==> src/rtl/morse_pkg.sv <==
// Shared Morse definitions: symbol encodings, FSM states, timing multipliers
// and pair-extraction helpers used by the transmitter and the decoder.
package morse_pkg;

    typedef enum logic [1:0] {
        EMPTY = 2'b00,
        DOT   = 2'b01,
        DASH  = 2'b10,
        TERM  = 2'b11
    } sym_t;

    typedef enum logic [1:0] {
        IDLE  = 2'd0,
        MARK  = 2'd1,
        SPACE = 2'd2,
        LGAP  = 2'd3
    } state_t;

    // Interval lengths in Morse time units
    localparam logic [1:0] MULT_DOT       = 2'd1;
    localparam logic [1:0] MULT_SPACE     = 2'd1;
    localparam logic [1:0] MULT_MARK_DASH = 2'd3;
    localparam logic [1:0] MULT_LGAP      = 2'd3;

    // Pair idx=3 is bits [7:6], idx=0 is bits [1:0]
    function automatic sym_t pair_of(input logic [7:0] code, input logic [1:0] idx);
        return sym_t'(code[{idx, 1'b0} +: 2]);
    endfunction

    function automatic logic is_mark(input sym_t s);
        return (s == DOT) || (s == DASH);
    endfunction

    function automatic logic [1:0] mark_units(input sym_t s);
        return (s == DASH) ? MULT_MARK_DASH : MULT_DOT;
    endfunction

endpackage

==> src/rtl/morse_unit_timer.sv <==
// Interval timer counted in Morse units: load with a unit count, expire is
// asserted during the last clock cycle of the loaded interval.
module morse_unit_timer #(
    parameter int UNIT_CYCLES = 12_500_000
) (
    input  logic       clk,
    input  logic       rst,
    input  logic       load,
    input  logic [1:0] units,
    output logic       expire
);

    localparam int DUR_W = $clog2(3 * UNIT_CYCLES + 1);
    localparam int PH_W  = (UNIT_CYCLES > 1) ? $clog2(UNIT_CYCLES) : 1;

    logic [DUR_W-1:0] cnt_reg;
    logic [DUR_W-1:0] load_val;
    logic [PH_W-1:0]  phase_reg;
    logic             active_reg;
    logic             tick;

    // Remaining cycles minus one, so cnt_reg==0 marks the final cycle
    assign load_val = DUR_W'(units) * DUR_W'(UNIT_CYCLES) - DUR_W'(1);
    assign tick     = active_reg && (phase_reg == PH_W'(UNIT_CYCLES - 1));
    assign expire   = tick && (cnt_reg == '0);

    always_ff @(posedge clk) begin
        if (rst) begin
            cnt_reg    <= '0;
            phase_reg  <= '0;
            active_reg <= 1'b0;
        end else if (load) begin
            cnt_reg    <= load_val;
            phase_reg  <= '0;
            active_reg <= 1'b1;
        end else if (active_reg) begin
            if (expire) begin
                active_reg <= 1'b0;
            end else begin
                cnt_reg   <= cnt_reg - DUR_W'(1);
                phase_reg <= tick ? '0 : phase_reg + PH_W'(1);
            end
        end
    end

endmodule

==> src/rtl/morse_transmitter.sv <==
// Morse character keyer: sends the dot/dash pairs of an 8-bit code on key_out
// with inter-symbol spaces and a trailing letter gap, then pulses done.
module morse_transmitter #(
    parameter int UNIT_CYCLES = 12_500_000
) (
    input  logic       clk,
    input  logic       rst,
    input  logic [7:0] morse_array,
    input  logic       new_input_ready,
    output logic       ready,
    output logic       key_out,
    output logic       done
);
    import morse_pkg::*;

    state_t     state_reg, state_next;
    logic [7:0] code_reg, code_next;
    logic [1:0] idx_reg, idx_next;
    logic       key_out_reg, ready_reg, done_reg, done_next;

    logic       timer_load;
    logic [1:0] timer_units;
    logic       timer_expire;

    logic [3:0] pair_nz;
    logic       first_valid;
    logic [1:0] first_idx;
    sym_t       first_sym;
    sym_t       cur_sym;
    sym_t       nxt_sym;
    logic [1:0] nxt_idx;

    genvar gi;
    generate
        for (gi = 0; gi < 4; gi++) begin : g_pair_nz
            assign pair_nz[gi] = |morse_array[2*gi +: 2];
        end
    endgenerate

    // Ascending scan so the highest-order non-empty pair wins
    always_comb begin
        first_valid = 1'b0;
        first_idx   = 2'd0;
        for (int i = 0; i < 4; i++) begin
            if (pair_nz[i]) begin
                first_valid = 1'b1;
                first_idx   = 2'(i);
            end
        end
    end

    assign first_sym = pair_of(morse_array, first_idx);
    assign cur_sym   = pair_of(code_reg, idx_reg);
    assign nxt_idx   = idx_reg - 2'd1;
    assign nxt_sym   = pair_of(code_reg, nxt_idx);

    morse_unit_timer #(
        .UNIT_CYCLES (UNIT_CYCLES)
    ) u_timer (
        .clk    (clk),
        .rst    (rst),
        .load   (timer_load),
        .units  (timer_units),
        .expire (timer_expire)
    );

    always_comb begin
        state_next  = state_reg;
        code_next   = code_reg;
        idx_next    = idx_reg;
        done_next   = 1'b0;
        timer_load  = 1'b0;
        timer_units = MULT_DOT;
        case (state_reg)
            IDLE: begin
                if (new_input_ready) begin
                    code_next  = morse_array;
                    timer_load = 1'b1;
                    if (first_valid && is_mark(first_sym)) begin
                        state_next  = MARK;
                        idx_next    = first_idx;
                        timer_units = mark_units(first_sym);
                    end else begin
                        state_next  = LGAP;
                        idx_next    = 2'd0;
                        timer_units = MULT_LGAP;
                    end
                end
            end
            MARK: begin
                if (timer_expire) begin
                    timer_load = 1'b1;
                    // An empty or terminator pair ends the character early
                    if (idx_reg != 2'd0 && is_mark(nxt_sym)) begin
                        state_next  = SPACE;
                        idx_next    = nxt_idx;
                        timer_units = MULT_SPACE;
                    end else begin
                        state_next  = LGAP;
                        timer_units = MULT_LGAP;
                    end
                end
            end
            SPACE: begin
                if (timer_expire) begin
                    state_next  = MARK;
                    timer_load  = 1'b1;
                    timer_units = mark_units(cur_sym);
                end
            end
            LGAP: begin
                if (timer_expire) begin
                    state_next = IDLE;
                    done_next  = 1'b1;
                end
            end
            default: begin
                state_next = IDLE;
            end
        endcase
    end

    // Outputs are registered from the next state so they align with state_reg
    always_ff @(posedge clk) begin
        if (rst) begin
            state_reg   <= IDLE;
            code_reg    <= 8'd0;
            idx_reg     <= 2'd0;
            key_out_reg <= 1'b0;
            ready_reg   <= 1'b1;
            done_reg    <= 1'b0;
        end else begin
            state_reg   <= state_next;
            code_reg    <= code_next;
            idx_reg     <= idx_next;
            key_out_reg <= (state_next == MARK);
            ready_reg   <= (state_next == IDLE);
            done_reg    <= done_next;
        end
    end

    assign key_out = key_out_reg;
    assign ready   = ready_reg;
    assign done    = done_reg;

endmodule

==> config.mk <==
export PLATFORM = sky130hd
export DESIGN_NAME = morse_transmitter
export DESIGN_NICKNAME = d
export VERILOG_FILES = /design/src/rtl/morse_pkg.sv /design/src/rtl/morse_unit_timer.sv /design/src/rtl/morse_transmitter.sv
export SDC_FILE = /design/constraint.sdc
export NUM_CORES = 1
export LEC_CHECK = 0
export ABC_AREA = 1
export ABC_CLOCK_PERIOD_IN_PS = 2400
export CORE_MARGIN = 4
export CORE_UTILIZATION = 50
export CTS_CLUSTER_SIZE = 10
export DETAILED_ROUTE_END_ITERATION = 8
export PLACE_DENSITY = 0.7
export SYNTH_ARGS = -nofsm -noshare
export SYNTH_HDL_FRONTEND = slang
export SYNTH_SLANG_ARGS = --single-unit
export TNS_END_PERCENT = 50
==> constraint.sdc <==
create_clock -name clk -period 2.4 [get_ports clk]
set_input_delay 0.6 -clock clk [delete_from_list [all_inputs] [get_ports clk]]
set_output_delay 0.6 -clock clk [all_outputs]
set_load 0.02 [all_outputs]
==> results of run 1 <==
## per-stage QoR
stage	instances	TNS (ns)
2_1_floorplan	650	0
3_3_place_gp	781	-3.09
3_5_place_dp	781	-4.37
4_1_cts	797	0
5_1_grt	798	0
6_report	798	0
## layer usage
metal / global-route usage / vias to the layer above / part of all wire
met2: 0.340 / 124 / 0.43
met3: 0.0470 / 18 / 0.063
met4: 0.0620 / 0 / 0.016
li1: - / 2190 / -
met5: 0 / - / 0
met1: 0.325 / 1946 / 0.49
## where the power goes
group	internal, mW	switching (mW)
clock network	0.381	0.489
logic	0.366	0.651
registers	1.20	0.0890
total	1.95	1.23
## repair_timing
action,CTS,global route
setup buffers,0,1
pin swaps,0,7
gates resized for setup,6,13
endpoints found under the setup margin,9,9
## final cells by class
class	instances	area share
clock buffers	9	0.0260
multi-input cells	484	0.515
well taps	105	0.0275
inverters	85	0.0674
repair buffers	42	0.0761
clock inverters	7	0.0113
flip-flops and latches	66	0.277
## cells in the mapped netlist (all sizes together)
library cell and instances:
nand2 157, nor2 110, inv 85, dfxtp 66
nand3 48, a21oi 38, nor3 28, o21ai 24
nand4 23, buf 11, ha 9, xor2 9
nand3b 6, xnor2 6, nor4 5, clkbuf 4
nor3b 4, a211oi 3, o211ai 3, or2 3
a31oi 2, o22ai 2, a21boi 1, a21o 1
a31o 1, a32oi 1
## path summary, 6_finish.rpt
path	startpoint	endpoint	slack (ns)	cells past startpoint
max reg2reg	u_timer.cnt_reg[0]	u_timer.cnt_reg[22]	0.27	14
min reg2reg	u_timer.cnt_reg[0]	u_timer.cnt_reg[0]	0.47	2
max	u_timer.cnt_reg[0]	u_timer.cnt_reg[22]	0.27	14
min	u_timer.cnt_reg[0]	u_timer.cnt_reg[0]	0.47	2
## worst min-delay path, delay by kind of cell, from the launching register on
| family | cells | cell delay (ns) |
|---|---|---|
| AOI/OAI and AO/OA | 1 | 0.05 |
| DFF | 1 | 0.32 |
| and+or+nand+nor | 1 | 0.06 |
## cells by family (layout without fill, tap and decap cells)
family	count (synthesis)	count (layout)	share of synthesized area
xor+xnor	15	15	0.0315
simple gates	384	384	0.424
compound gates	76	76	0.101
flops	66	66	0.317
fa+ha+maj	9	9	0.0270
buf+inv	100	143	0.0997
==> summary.json, run 1 <==
{
  "status": {"value": "complete, no violations"},
  "multiInputGateArea": {"value": 0.00246, "unit": "mm^2"},
  "post_route_cells_drive_above_1_share": {"value": 0.123},
  "synth.top_cells.by_area": {"value": "sky130_fd_sc_hd__dfxtp_1, sky130_fd_sc_hd__nand2_1, sky130_fd_sc_hd__nor2_1, sky130_fd_sc_hd__inv_1, sky130_fd_sc_hd__nand3_1"},
  "place_worst_setup_slack": {"value": -0.463, "unit": "ns"},
  "grt_max_degree": {"value": 23},
  "cp_data_required_time": {"value": 2.65, "unit": "ns"},
  "timing_max_transition_violations_final": {"value": 0},
  "ys_ff_latch": {"value": 66},
  "worst_hold_path_type": {"value": "reg -> reg"},
  "layout.cells.most_common_list": {"value": "sky130_fd_sc_hd__nand2_1, sky130_fd_sc_hd__nor2_1, sky130_fd_sc_hd__inv_1, sky130_fd_sc_hd__dfxtp_1, sky130_fd_sc_hd__nand3_1"},
  "combined_area_of_all_synthesized_cells": {"value": 0.00417, "unit": "mm^2"},
  "initial_core_util": {"value": 0.510},
  "holdWs": {"value": 0.472, "unit": "ns"},
  "achievable-frequency": {"value": 471, "unit": "MHz"},
  "worst_clock_skew": {"value": 0.00758, "unit": "ns"},
  "setup.worst_path.start_class": {"value": "flip-flop"},
  "endpoint_kind": {"value": "flip-flop"},
  "count_of_antenna_violating_nets_left_after_detailed_routing": {"value": 0},
  "powerDensity": {"value": 666, "unit": "mW/mm^2"},
  "floorplan.die_area": {"value": 0.00986, "unit": "mm^2"},
  "cts_hold_buffers_added": {"value": 0},
  "final_hold_viol_count": {"value": 0},
  "cts_root_buffer": {"value": "sky130_fd_sc_hd__clkbuf_8"},
  "placeableCoreArea": {"value": 0.00818, "unit": "mm^2"},
  "detail_route.first_pass.iterations": {"value": 5},
  "cts.reportedPaths.clkPinSlew": {"value": 0.08, "unit": "ns"},
  "globalRouteOverflowTotal": {"value": 0},
  "max_stage_delay": {"value": 0.34, "unit": "ns"},
  "power.ir.vdd_worst": {"value": 354, "unit": "uV"},
  "routed_wire_length_per_instance": {"value": 13.5, "unit": "um"},
  "clock_insertion_delay_worst_skew": {"value": 0.35, "unit": "ns"},
  "worstPathCellList": {"value": "inv_1, ha_1, nand3_1, nor2_1, nand2_1, nor2_4, nand2_4, nand2_8, inv_4, nand3_1, nor2_1, nand2_1, nand2_1, nor2_1"},
  "relative_slew_slack": {"value": 0.620},
  "numCtsBuffers": {"value": 9},
  "cts-htree-levels": {"value": 3},
  "synth_top_area_cell": {"value": "sky130_fd_sc_hd__dfxtp_1"},
  "horizontal_die_dimension": {"value": 99.3, "unit": "um"},
  "fin_area": {"value": 0.00477, "unit": "mm^2"},
  "drt_iter0_drc": {"value": 229},
  "grt_setup_unrepaired": {"value": "false"},
  "avgViaCountPerCell": {"value": 5.36},
  "distinct_cell_type_count_after_synthesis": {"value": 41},
  "grt_antenna_before_repair": {"value": 0},
  "critical_path_class": {"value": "reg -> reg"},
  "finish.utilization": {"value": 0.584},
  "total_drc_errors_in_the_routed_layout": {"value": 0},
  "path_max_fanout": {"value": 19},
  "grt_pass1_wl": {"value": 18100, "unit": "um"},
  "row_count": {"value": 33},
  "seq_area": {"value": 0.00132, "unit": "mm^2"},
  "setup_viol_count_final": {"value": 0},
  "grt_total_usage": {"value": 0.225},
  "clock_tree_from_tritoncts": {"value": "built"},
  "synth.yosys.seq_area_share": {"value": 0.317},
  "power": {"value": 3.18, "unit": "mW"},
  "buffer_ports.inserted": {"value": 13},
  "synth-warning-count": {"value": 0},
  "dieHeight": {"value": 99.3, "unit": "um"},
  "final.fill_count": {"value": 789},
  "final_nets": {"value": 708},
  "placed_cell_area": {"value": 0.00454, "unit": "mm^2"},
  "post-route-worst-setup-slack": {"value": 0.275, "unit": "ns"},
  "detailroute.via_count": {"value": 4278},
  "place.gp.congestion": {"value": 0.945},
  "critical_path.slowest_cell": {"value": "sky130_fd_sc_hd__dfxtp_1"},
  "floorplan.io_pins": {"value": 14},
  "cts.sinks": {"value": 66},
  "grt_pass1_vias": {"value": 3856},
  "final_cycle_share": {"value": 0.885},
  "drv.max_cap_violation_count": {"value": 0},
  "syn-num-nets": {"value": 670},
  "final.min_clock_period": {"value": 2.13, "unit": "ns"},
  "largest_register_ff_count": {"value": 26},
  "worstPathBufferInverterCount": {"value": 2},
  "cts_buffer_depth": {"value": 2},
  "wirelength": {"value": 10800, "unit": "um"},
  "wp_data_arrival": {"value": 2.37, "unit": "ns"},
  "hpwlAfterDp": {"value": 8240, "unit": "um"},
  "syn_inst": {"value": 650},
  "final_common_cell": {"value": "sky130_fd_sc_hd__nand2_1"},
  "synth.top_cell.area_share": {"value": 0.317},
  "num_antenna_cells": {"value": 0},
  "cp_top_family": {"value": "simple AND/OR/NAND/NOR gates"},
  "timing_worst_slew_pin_value": {"value": 0.566, "unit": "ns"},
  "area.growth.synth_to_final": {"value": 14.5, "unit": "%"},
  "syn_avg_cell_area": {"value": 6.41, "unit": "um^2"},
  "power_leakage": {"value": 2.03, "unit": "nW"}
}
No activity file was read; power rests on OpenSTA's default activity.
==> run 2, diff against run 1 <==
- ABC_AREA: 1 -> not set
==> run 2 against run 1 <==
  * Final cell count shrank 25%
  * Synthesized area shrank 13%
  * Core utilization grew 8.3 points
  * Clock skew shrank 0.0030 ns
  * Sequential power shrank 5%
  * Critical path depth shrank 6
  * Clock power grew 8.5%
  * Worst hold slack gained 0.012 ns
  * Final area shrank 3.5%
  * Critical path type unchanged
  * Critical endpoint is now u_timer.cnt_reg[13]
  * Largest cell class unchanged
==> summary.json, run 2 <==
{
  "status": {"value": "complete, no violations"},
  "power_frac_seq": {"value": 0.427, "change": "+0.021"},
  "area.growth.synth_to_final": {"value": 27.7, "unit": "%"},
  "r2r_cells": {"value": 8, "change": "-6"},
  "worst_hold_path_type": {"value": "reg -> reg"},
  "hold-path-endpoint": {"value": "code_reg[5]"},
  "dieHeight": {"value": 92.9, "unit": "um", "change": "-6.4%"},
  "powerDensity": {"value": 618, "unit": "mW/mm^2", "change": "-7.2%"},
  "syn-num-nets": {"value": 448, "change": "-33%"},
  "post_route_cells_drive_above_1_share": {"value": 0.249, "change": "+0.126"},
  "initial_core_util": {"value": 0.522, "change": "+0.0126"},
  "place.gp.congestion": {"value": 0.873, "change": "-7.6%"},
  "horizontal_die_dimension": {"value": 92.9, "unit": "um", "change": "-6.4%"},
  "routed_wire_length_per_instance": {"value": 16.0, "unit": "um", "change": "+19%"},
  "combined_area_of_all_synthesized_cells": {"value": 0.00361, "unit": "mm^2", "change": "-13%"},
  "relative_slew_slack": {"value": 0.538, "change": "-0.0818"},
  "cts-htree-levels": {"value": 3, "change": "unchanged"},
  "reg2reg_setup_slack": {"value": 0.01, "unit": "ns", "change": "-0.26 ns"},
  "buffer_ports.inserted": {"value": 13, "change": "unchanged"},
  "grt_total_usage": {"value": 0.228, "change": "+0.00298"},
  "p_int": {"value": 2.02, "unit": "mW", "change": "+3.8%"},
  "layout.cells.most_common_list": {"value": "sky130_fd_sc_hd__dfxtp_1, sky130_fd_sc_hd__buf_4, sky130_fd_sc_hd__a21oi_1, sky130_fd_sc_hd__nor2_1, sky130_fd_sc_hd__nand2_1"},
  "synth.yosys.seq_area_share": {"value": 0.366, "change": "+0.0492"},
  "synth.area.mux_share": {"value": 0.00937, "change": "+0.00937"},
  "r2r_end": {"value": "u_timer.cnt_reg[13]"},
  "cts_root_buffer": {"value": "sky130_fd_sc_hd__clkbuf_8"},
  "grt_max_degree": {"value": 22, "change": "-4.3%"},
  "placed_cell_area": {"value": 0.00424, "unit": "mm^2", "change": "-6.7%"},
  "syn_avg_cell_area": {"value": 8.43, "unit": "um^2", "change": "+31%"},
  "critical_path_class": {"value": "reg -> reg"},
  "worstHoldStart": {"value": "code_reg[5]"},
  "worst_clock_skew": {"value": 0.00460, "unit": "ns", "change": "-0.00299 ns"},
  "yosys.area_share.adder": {"value": 0.0312, "change": "+0.00419"},
  "synth-edff-count": {"value": 0, "change": "unchanged"},
  "wirelength": {"value": 9590, "unit": "um", "change": "-11%"},
  "detail_route.first_pass.iterations": {"value": 5, "change": "unchanged"},
  "final_hold_viol_count": {"value": 0, "change": "unchanged"},
  "cp_data_required_time": {"value": 2.62, "unit": "ns", "change": "-0.03 ns"},
  "clockPowerShare": {"value": 0.332, "change": "+0.058"},
  "final_cycle_share": {"value": 0.994, "change": "+0.109"},
  "grt_antenna_before_repair": {"value": 0, "change": "unchanged"},
  "path_max_fanout": {"value": 7, "change": "-12"},
  "total_drc_errors_in_the_routed_layout": {"value": 0, "change": "unchanged"},
  "power_leakage": {"value": 1.66, "unit": "nW", "change": "-18%"},
  "hpwlAfterDp": {"value": 6550, "unit": "um", "change": "-20%"},
  "cts.reportedPaths.clkPinSlew": {"value": 0.07, "unit": "ns", "change": "about the same"},
  "cts_buffer_depth": {"value": 2, "change": "unchanged"},
  "numCtsBuffers": {"value": 9, "change": "unchanged"},
  "largest_register_ff_count": {"value": 26, "change": "unchanged"},
  "synth-async-reset-ratio": {"value": 0, "change": "unchanged"},
  "net-switching-power": {"value": 824, "unit": "uW", "change": "-33%"},
  "final_nets": {"value": 517, "change": "-27%"},
  "num_antenna_cells": {"value": 0, "change": "unchanged"},
  "row_count": {"value": 30, "change": "-9.1%"},
  "synth_top_area_cell": {"value": "sky130_fd_sc_hd__dfxtp_1"},
  "grt_pass1_wl": {"value": 15900, "unit": "um", "change": "-12%"},
  "logic_pwr_share": {"value": 0.241, "change": "-0.079"},
  "fin_area": {"value": 0.00461, "unit": "mm^2", "change": "-3.5%"},
  "instances_no_fill": {"value": 598, "change": "-25%"},
  "synth.top_cell.area_share": {"value": 0.366, "change": "+0.0492"},
  "achievable-frequency": {"value": 419, "unit": "MHz", "change": "-11%"},
  "syn_inst": {"value": 428, "change": "-34%"},
  "power.switching_fraction": {"value": 0.290, "change": "-0.0976"},
  "synth_top_family_by_area": {"value": "simple AND/OR/NAND/NOR gates"},
  "endpoint_kind": {"value": "flip-flop"},
  "setup.worst_path.start_class": {"value": "flip-flop"},
  "power.ir.vdd_worst": {"value": 347, "unit": "uV", "change": "-2.2%"},
  "placeableCoreArea": {"value": 0.00691, "unit": "mm^2", "change": "-16%"},
  "ys_ff_latch": {"value": 66, "change": "unchanged"},
  "globalRouteOverflowTotal": {"value": 0, "change": "unchanged"},
  "count_of_antenna_violating_nets_left_after_detailed_routing": {"value": 0, "change": "unchanged"},
  "detailroute.via_count": {"value": 3534, "change": "-17%"},
  "setup_viol_count_final": {"value": 0, "change": "unchanged"},
  "grt_pass1_vias": {"value": 3402, "change": "-12%"},
  "floorplan.io_pins": {"value": 14, "change": "unchanged"},
  "synth-compound-area-share": {"value": 0.206, "change": "+0.105"},
  "synthMostInstantiatedCell": {"value": "sky130_fd_sc_hd__dfxtp_1"},
  "ys_top_cells_by_count": {"value": "sky130_fd_sc_hd__dfxtp_1, sky130_fd_sc_hd__a21oi_1, sky130_fd_sc_hd__nor2_1"},
  "wp_data_arrival": {"value": 2.60, "unit": "ns", "change": "+0.23 ns"},
  "drt_iter0_drc": {"value": 228, "change": "-0.44%"},
  "drv.max_cap_violation_count": {"value": 0, "change": "unchanged"},
  "distinct_cell_type_count_after_synthesis": {"value": 59, "change": "+44%"},
  "cts.sinks": {"value": 66, "change": "unchanged"},
  "floorplan.die_area": {"value": 0.00864, "unit": "mm^2", "change": "-12%"},
  "timing_max_transition_violations_final": {"value": 0, "change": "unchanged"},
  "post_synth_xor_area_fraction": {"value": 0.0801, "change": "+0.0486"},
  "synth-warning-count": {"value": 0, "change": "unchanged"},
  "timing_worst_slew_pin_value": {"value": 0.687, "unit": "ns", "change": "+0.121 ns"},
  "final.min_clock_period": {"value": 2.39, "unit": "ns", "change": "+0.261 ns"},
  "post_synth_and_or_nand_nor_area_fraction": {"value": 0.266, "change": "-0.158"},
  "ys.flop_type": {"value": "sky130_fd_sc_hd__dfxtp_1"},
  "grt_setup_unrepaired": {"value": "true"},
  "crit-reg2reg-launch": {"value": "u_timer.cnt_reg[6]"},
  "clock_insertion_delay_worst_skew": {"value": 0.34, "unit": "ns", "change": "about the same"},
  "hold_path_depth": {"value": 2, "change": "unchanged"},
  "final_common_cell": {"value": "sky130_fd_sc_hd__dfxtp_1"},
  "holdWs": {"value": 0.484, "unit": "ns", "change": "+0.0120 ns"},
  "clock_tree_from_tritoncts": {"value": "built"},
  "synth.top_cells.by_area": {"value": "sky130_fd_sc_hd__dfxtp_1, sky130_fd_sc_hd__a21oi_1, sky130_fd_sc_hd__xnor2_1, sky130_fd_sc_hd__or4_1, sky130_fd_sc_hd__nor2_1"},
  "numPlacedInstances": {"value": 572, "change": "-27%"},
  "avgViaCountPerCell": {"value": 5.91, "change": "+10%"}
}
## run 2: cell types whose count changed after synthesis, moves of 14 or more
cell / delta
sky130_fd_sc_hd__inv_1: -70
sky130_fd_sc_hd__nand2_1: -118
sky130_fd_sc_hd__nand3_1: -25
sky130_fd_sc_hd__nand4_1: -17
sky130_fd_sc_hd__nor2_1: -72
sky130_fd_sc_hd__nor3_1: -17
sky130_fd_sc_hd__or3_1: +14
sky130_fd_sc_hd__or4_1: +18
sky130_fd_sc_hd__xnor2_1: +14
## run 2: metal layers
metal  vias up  track usage  part of all wire
li1       1735            -                 -
met1      1684        0.295              0.45
met2        96        0.372              0.48
met3        19       0.0479             0.051
met4         0       0.0855             0.021
met5         -            0                 0
## run 2: repair_timing
| item | 4_1_cts | 5_1_grt |
|---|---|---|
| endpoints found under the setup margin | 25 | 49 |
| setup buffers | 1 | 8 |
| pin swaps | 9 | 22 |
| hold buffers | 0 | 0 |
| hold endpoints to repair | 0 | 0 |
| resized for setup | 29 | 29 |
| cloned | 1 | 0 |
## run 2: through the flow
step           setup TNS [ns]  utilization  worst slack (ns)  power (mW)
2_1_floorplan         -0.0107            -          -0.00691        1.60
3_3_place_gp            -6.02        0.614            -0.614        1.82
3_5_place_dp            -6.88        0.614            -0.678        1.83
4_1_cts                     0        0.647            0.0135        2.80
5_1_grt                 -2.36        0.667           -0.0933        2.97
6_report                    0        0.667            0.0140        2.84
## run 2: cell type report
| cell class | count | area, um^2 |
|---|---|---|
| fill | 559 | 2300 |
| tap | 96 | 120 |
| inverter | 13 | 48.8 |
| timing repair buffer | 79 | 664 |
| clock buffer | 14 | 163 |
| clock inverter | 2 | 35.0 |
| sequential | 66 | 1320 |
| multi-input combinational | 328 | 2250 |
## run 2: power by group through the flow
stage	registers [mW]	logic [mW]	clock network, mW
6_report	1.22	0.684	0.945
3_3_place_gp	1.23	0.583	0
5_1_grt	1.22	0.740	1.01
3_5_place_dp	1.23	0.598	0
2_1_floorplan	1.24	0.361	0
4_1_cts	1.21	0.626	0.962
## run 2: critical path, cell delays in order, from the launching register on
cell	delay, ns
sky130_fd_sc_hd__dfxtp_1	0.35
sky130_fd_sc_hd__or4_4	0.57
sky130_fd_sc_hd__nor3_4	0.30
sky130_fd_sc_hd__buf_4	0.19
sky130_fd_sc_hd__nand3_4	0.12
sky130_fd_sc_hd__o211ai_1	0.32
sky130_fd_sc_hd__buf_4	0.22
sky130_fd_sc_hd__or4_1	0.12
sky130_fd_sc_hd__a31oi_1	0.08
## run 2: logic make-up (layout without fill, tap and decap cells)
group | after synthesis | in the layout
adders and majority gates | 9 | 9
xor gates and xnor gates | 33 | 33
muxes | 2 | 2
and+or+nand+nor | 171 | 171
DFF | 66 | 66
AOI/OAI and AO/OA | 113 | 113
buffers and inverters | 34 | 108
## run 2: how the worst max path moves through the flow
stage	start	endpoint	slack, ns
3_3_place_gp	morse_array[2]	u_timer.cnt_reg[23]	-0.61
2_1_floorplan	morse_array[5]	state_reg[1]	-0.007
5_1_grt	u_timer.cnt_reg[6]	u_timer.cnt_reg[25]	-0.09
3_5_place_dp	morse_array[2]	u_timer.cnt_reg[15]	-0.68
4_1_cts	u_timer.phase_reg[5]	u_timer.cnt_reg[13]	0.01
6_report	u_timer.cnt_reg[6]	u_timer.cnt_reg[13]	0.01
==> run 3, diff against run 2 <==
- GPL_ROUTABILITY_DRIVEN: not set -> 1
==> results of run 3 <==
Same layout as run 2: the final DEF is identical, and so are final timing and power.
